==> src/rtl/can_crc_pkg.sv <==
`default_nettype none
// ============================================================================
// Module   : can_crc_pkg
// Purpose  : Shared state encoding, CAN CRC-15 defaults and reference step.
// Revision : 1.0
// ============================================================================
package can_crc_pkg;

    localparam int          CAN_CRC15_W    = 15;
    localparam logic [14:0] CAN_CRC15_POLY = 15'h4599;

    typedef logic [2:0] can_crc_state_t;

    localparam can_crc_state_t ST_IDLE   = 3'd0;
    localparam can_crc_state_t ST_ACCUM  = 3'd1;
    localparam can_crc_state_t ST_TX_OUT = 3'd2;
    localparam can_crc_state_t ST_RX_CHK = 3'd3;
    localparam can_crc_state_t ST_DONE   = 3'd4;

    // One serial step of the classic CAN CRC-15 register.
    function automatic logic [CAN_CRC15_W-1:0] crc_step(
        input logic [CAN_CRC15_W-1:0] r,
        input logic                   b
    );
        logic [CAN_CRC15_W-1:0] t;
        t = {r[CAN_CRC15_W-2:0], 1'b0};
        return (b ^ r[CAN_CRC15_W-1]) ? (t ^ CAN_CRC15_POLY) : t;
    endfunction

endpackage
`default_nettype wire

==> src/rtl/can_crc_step_comb.sv <==
`default_nettype none
// ============================================================================
// Module   : can_crc_step_comb
// Purpose  : Combinational DATA_W-bit CRC advance, MSB of data_in first.
// Revision : 1.0
// ============================================================================
module can_crc_step_comb
    import can_crc_pkg::*;
#(
    parameter int               CRC_W  = CAN_CRC15_W,
    parameter logic [CRC_W-1:0] POLY   = CRC_W'(CAN_CRC15_POLY),
    parameter int               DATA_W = 1
) (
    input  logic [CRC_W-1:0]  crc_in,
    input  logic [DATA_W-1:0] data_in,
    output logic [CRC_W-1:0]  crc_out
);

    logic [CRC_W-1:0] w_chain [DATA_W+1];

    assign w_chain[0] = crc_in;

    for (genvar i = 0; i < DATA_W; i++) begin : g_chain
        logic             w_fb;
        logic [CRC_W-1:0] w_shift;

        assign w_fb           = data_in[DATA_W-1-i] ^ w_chain[i][CRC_W-1];
        assign w_shift        = {w_chain[i][CRC_W-2:0], 1'b0};
        assign w_chain[i+1]   = w_fb ? (w_shift ^ POLY) : w_shift;
    end

    assign crc_out = w_chain[DATA_W];

endmodule
`default_nettype wire

==> src/rtl/can_crc_engine.sv <==
`default_nettype none
// ============================================================================
// Module   : can_crc_engine
// Purpose  : CAN CRC generator/checker with serial TX shift-out and RX check.
// Revision : 1.0
// ============================================================================
module can_crc_engine
    import can_crc_pkg::*;
#(
    parameter int               CRC_W  = CAN_CRC15_W,
    parameter logic [CRC_W-1:0] POLY   = CRC_W'(CAN_CRC15_POLY),
    parameter logic [CRC_W-1:0] INIT   = '0,
    parameter int               DATA_W = 1
) (
    input  logic              clock,
    input  logic              reset,
    input  logic              start,
    input  logic [DATA_W-1:0] data_in,
    input  logic              data_valid,
    input  logic              finish_tx,
    input  logic              finish_rx,
    input  logic              tx_ready,
    output logic [CRC_W-1:0]  crc,
    output logic              tx_bit,
    output logic              tx_valid,
    output logic              busy,
    output logic              done,
    output logic              crc_ok,
    output logic              crc_err
);

    localparam int               CNT_W    = $clog2(CRC_W) + 1;
    localparam logic [CNT_W-1:0] LAST_IDX = CNT_W'(CRC_W - 1);

    can_crc_state_t   r_state;
    logic [CRC_W-1:0] r_crc;
    logic [CNT_W-1:0] r_count;
    logic             r_done;
    logic             r_ok;
    logic             r_err;

    logic [CRC_W-1:0] w_accum_next;
    logic [CRC_W-1:0] w_rx_next;
    logic [CRC_W-1:0] w_tx_word;

    can_crc_step_comb #(
        .CRC_W  (CRC_W),
        .POLY   (POLY),
        .DATA_W (DATA_W)
    ) u_accum_step (
        .crc_in  (r_crc),
        .data_in (data_in),
        .crc_out (w_accum_next)
    );

    // The received CRC field arrives one bit per cycle whatever DATA_W is.
    can_crc_step_comb #(
        .CRC_W  (CRC_W),
        .POLY   (POLY),
        .DATA_W (1)
    ) u_rx_step (
        .crc_in  (r_crc),
        .data_in (data_in[0]),
        .crc_out (w_rx_next)
    );

    always_ff @(posedge clock) begin
        if (reset) begin
            r_state <= ST_IDLE;
            r_crc   <= INIT;
            r_count <= '0;
            r_done  <= 1'b0;
            r_ok    <= 1'b0;
            r_err   <= 1'b0;
        end else begin
            r_done <= 1'b0;
            if (start) begin
                r_state <= ST_ACCUM;
                r_crc   <= INIT;
                r_count <= '0;
                r_ok    <= 1'b0;
                r_err   <= 1'b0;
            end else begin
                case (r_state)
                    ST_ACCUM: begin
                        if (data_valid) begin
                            r_crc <= w_accum_next;
                        end
                        if (finish_tx) begin
                            r_state <= ST_TX_OUT;
                            r_count <= '0;
                        end else if (finish_rx) begin
                            r_state <= ST_RX_CHK;
                            r_count <= '0;
                        end
                    end
                    ST_TX_OUT: begin
                        if (tx_ready) begin
                            r_count <= r_count + 1'b1;
                            if (r_count == LAST_IDX) begin
                                r_state <= ST_DONE;
                                r_done  <= 1'b1;
                            end
                        end
                    end
                    ST_RX_CHK: begin
                        if (data_valid) begin
                            r_crc   <= w_rx_next;
                            r_count <= r_count + 1'b1;
                            if (r_count == LAST_IDX) begin
                                r_state <= ST_DONE;
                                r_done  <= 1'b1;
                                r_ok    <= (w_rx_next == '0);
                                r_err   <= (w_rx_next != '0);
                            end
                        end
                    end
                    default: begin
                    end
                endcase
            end
        end
    end

    // Left-shift by the bit index so the bit to send always sits at the MSB.
    assign w_tx_word = r_crc << r_count;

    assign crc      = r_crc;
    assign tx_valid = (r_state == ST_TX_OUT);
    assign tx_bit   = tx_valid & w_tx_word[CRC_W-1];
    assign busy     = (r_state == ST_ACCUM) || (r_state == ST_TX_OUT) ||
                      (r_state == ST_RX_CHK);
    assign done     = r_done;
    assign crc_ok   = r_ok;
    assign crc_err  = r_err;

endmodule
`default_nettype wire

==> config.mk <==
export PLATFORM = sky130hd
export DESIGN_NAME = can_crc_engine
export DESIGN_NICKNAME = d
export VERILOG_FILES = /design/src/rtl/can_crc_pkg.sv /design/src/rtl/can_crc_step_comb.sv /design/src/rtl/can_crc_engine.sv
export SDC_FILE = /design/constraint.sdc
export NUM_CORES = 1
export LEC_CHECK = 0
export CORE_MARGIN = 5
export CORE_UTILIZATION = 37
export CTS_CLUSTER_DIAMETER = 150
export DETAILED_ROUTE_END_ITERATION = 6
export SLEW_MARGIN = 15
export SYNTH_ARGS = -nofsm -noshare
export SYNTH_HDL_FRONTEND = slang
export SYNTH_SLANG_ARGS = --single-unit
==> constraint.sdc <==
create_clock -name clock -period 2.8 [get_ports clock]
set_clock_uncertainty 0.15 [all_clocks]
set_input_delay 0.7 -clock clock [delete_from_list [all_inputs] [get_ports clock]]
set_output_delay 0.7 -clock clock [all_outputs]
set_load 0.02 [all_outputs]
==> impl_metrics.csv <==
group,metric,value,unit
logic_synthesis,synthCells,178,
die,fp.coreArea,3690,um^2
clocking,cts_made_buffers,3,
timing,finalSetupViolations,0,
timing,rsz0062_at_grt,"false",
final_layout,syn_to_final_growth,33.3,%
logic_synthesis,synth_top_area_cell,"dfxtp_1",
placed_design,hpwlAfterDp,2.85,mm
setup_path,startpoint_type,"flip-flop",
logic_synthesis,yosysWarnings,0,
clocking,numClockSinks,26,
logic_synthesis,synthesis.area,1430,um^2
final_layout,final.fill_count,363,
clocking,cts_tree,"yes",
timing,timing.final.crit_share,93.7,%
die,ios,29,
placed_design,dpl.cell_count,258,
timing,report.final.slew_viol_count,0,
setup_path,critical_path_arrival,1770,ps
logic_synthesis,yosysSeqAreaShare,36.5,%
routing,routedWlPerCell,14.6,um
global_routing,grt_pass1_vias,1407,
final_layout,n_antenna_cell,0,
logic_synthesis,synth_top_area_share,36.5,%
clocking,insertion_delay,270,ps
setup_path,max_stage_delay,390,ps
global_routing,grt_start_max_net_pins,26,
timing,hold_viol,0,
clocking,htree_levels,1,
die,fp.dieW,72.1,um
routing,num_vias,1375,
routing,avgViaCountPerCell,5.25,
logic_synthesis,ys_seq_elements,26,
routing,drt_iter0_markers,119,
setup_path,crit_family,"compound AO/OA/AOI/OAI gates",
timing,min_period,2620,ps
timing,worst_pin_slew,502,ps
clocking,path_clk_slew,90,ps
die,design.die.area,5200,um^2
routing,routed_wl,3.83,mm
die,start_util,38.7,%
timing,fin_tns_setup,0,ps
run_status,status,"completed",
hold_path,holdCritPathClass,"reg2reg",
timing,slew_headroom,66.4,%
global_routing,grt_pass1_wl,6.74,mm
setup_path,path_cells,"mux2i_1 -> a32oi_1 -> o211ai_1 -> a2111oi_2 -> buf_2",
setup_path,slowest_stage,"dfxtp_4",
final_layout,final_cells,262,
routing,ant_nets,0,
clocking,hold_buffers,0,
global_routing,overflow,0,
die,rows,22,
power,vdd.ir_drop.worst,368,uV
setup_path,crit_path_end_kind,"output port",
placed_design,port_buffers,28,
final_layout,nets,225,
routing,drc,0,
logic_synthesis,synth_area_leaders,"dfxtp_1 (36%), nand2_1 (8.9%), a21oi_1 (7.0%)",
final_layout,drive_gt1_share,18.2,%
flow_run,cap_violations,0,
clocking,root_buffer,"clkbuf_8",
setup_path,cp.required,1950,ps
placed_design,gp_congestion,0.854,
setup_path,worst-path-buf-inv,1,
setup_path,worstSetupPathType,"reg2out",
routing,drtPass1Iterations,4,
logic_synthesis,syn_nets,188,
die,die_y,72.1,um
timing,holdWs,307,ps
timing,fmax,0.381,GHz
power,power_density,422,nW/um^2
clocking,cts.path.max_buffers,2,
logic_synthesis,synth.distinct_cells,38,
power,leakagePower,0.658,nW
setup_path,crit_path_max_fanout,8,
global_routing,grt_util_all_layers,16.1,%
logic_synthesis,syn_avg_cell_area,8.02,um^2
global_routing,antenna_found_initial,0,
==> worst reg2reg max path, stage by stage, from the launching register on <==
cell	delay (ps)
dfxtp_4	390
inv_1	80
buf_4	110
ha_1	120
and4b_1	340
nand3_1	130
or3_1	390
nor3b_1	140
==> cells in the final DEF (no fill, tap or decap), drive strengths merged, types with 3 or more instances in the layout <==
| cell type | Yosys | final |
|---|---|---|
| nand2 | 34 | 34 |
| clkdlybuf4s50 | 0 | 27 |
| buf | 16 | 26 |
| dfxtp | 26 | 26 |
| a21oi | 20 | 20 |
| nor2 | 11 | 11 |
| mux2i | 8 | 8 |
| xnor2 | 7 | 7 |
| nor3 | 6 | 6 |
| o21ai | 6 | 6 |
| nand3 | 5 | 5 |
| inv | 3 | 3 |
| nor4 | 3 | 3 |
| clkbuf | 5 | 3 |
==> flip-flops by register name, indices dropped and copies added, names as in the netlist <==
signal   flops
crc         15
crc_ok       1
r_state      3
crc_err      1
r_count      5
done         1
==> area by class of cell <==
class | count | area, um^2 | area share [%]
inverter | 3 | 11.3 | 0.592
timing repair buffer | 53 | 463 | 24.3
multi-input combinational | 128 | 769 | 40.4
sequential | 26 | 528 | 27.7
clock buffer | 3 | 41.3 | 2.17
clock inverter | 1 | 30.0 | 1.58
tap | 48 | 60.1 | 3.16
==> metrics by stage <==
| stage | cell area [um^2] | utilization (%) | total power [mW] | setup WS, ps |
|---|---|---|---|---|
| 2_1_floorplan | 1430 | - | 0.457 | 152 |
| 3_3_place_gp | 1820 | 49.5 | 0.493 | -106 |
| 3_5_place_dp | 1820 | 49.5 | 0.496 | -193 |
| 4_1_cts | 1900 | 51.6 | 0.809 | 12.1 |
| 5_1_grt | 1900 | 51.6 | 0.839 | 72.2 |
| 6_report | 1900 | 51.6 | 0.802 | 175 |
==> Yosys cell counts <==
| cell | number |
|---|---|
| buf_4 | 11 |
| nor2_1 | 11 |
| ha_1 | 2 |
| and3b_1 | 1 |
| dfxtp_1 | 26 |
| or4_1 | 1 |
| nor3b_1 | 1 |
| nand2_1 | 34 |
| o22ai_1 | 1 |
| a311oi_1 | 2 |
| or2_4 | 1 |
| a211oi_1 | 2 |
| and4b_1 | 1 |
| mux2i_2 | 1 |
| a21oi_1 | 20 |
| o211ai_1 | 1 |
| nand3b_1 | 1 |
| xnor2_2 | 1 |
| nand2b_1 | 1 |
| inv_1 | 3 |
| xnor2_1 | 6 |
| o31ai_1 | 1 |
| mux2_4 | 1 |
| buf_6 | 1 |
| a32oi_1 | 2 |
| nor4_1 | 3 |
| a221oi_2 | 1 |
| a31oi_1 | 1 |
| nand3_1 | 5 |
| mux2i_1 | 7 |
| nor3_1 | 6 |
| o21ai_0 | 6 |
| nor2b_1 | 2 |
| buf_2 | 4 |
| or2_2 | 1 |
| or3_1 | 2 |
| a2111oi_0 | 2 |
| clkbuf_1 | 5 |
==> where the power goes <==
part / switching, mW / total, mW / leakage, nW / internal (mW)
logic: 0.0582 / 0.106 / 0.411 / 0.0480
registers: 0.00703 / 0.380 / 0.212 / 0.373
clock network: 0.125 / 0.316 / 0.0357 / 0.191
==> final timing paths <==
kind | startpoint | endpoint | slack (ps) | cells past startpoint
worst max-delay path | r_count[0] | tx_bit | 180 | 5
worst min-delay path | crc_ok | crc_ok | 310 | 2
worst max register to register | r_count[0] | crc_err | 810 | 7
worst min register to register | crc_ok | crc_ok | 310 | 2
==> cell families after synthesis <==
group	share of synthesized area (%)
xor+xnor	4.82
flops	36.5
simple gates	23.1
buf+inv	10.1
compound gates	16.8
fa+ha+maj	1.75
mux	6.92
==> routing by layer <==
layer	global-route usage (%)	vias up	share of wire, %
met5	0	-	0
met4	4.59	0	1.0
met3	4.16	4	6.0
met2	26.9	40	50
met1	20.3	652	43
li1	-	679	-
==> what timing repair did <==
action,4_1_cts,5_1_grt
resized for setup,7,3
setup endpoints to repair,1,1
buffers inserted,0,0
(Power assumes the default switching activity.)
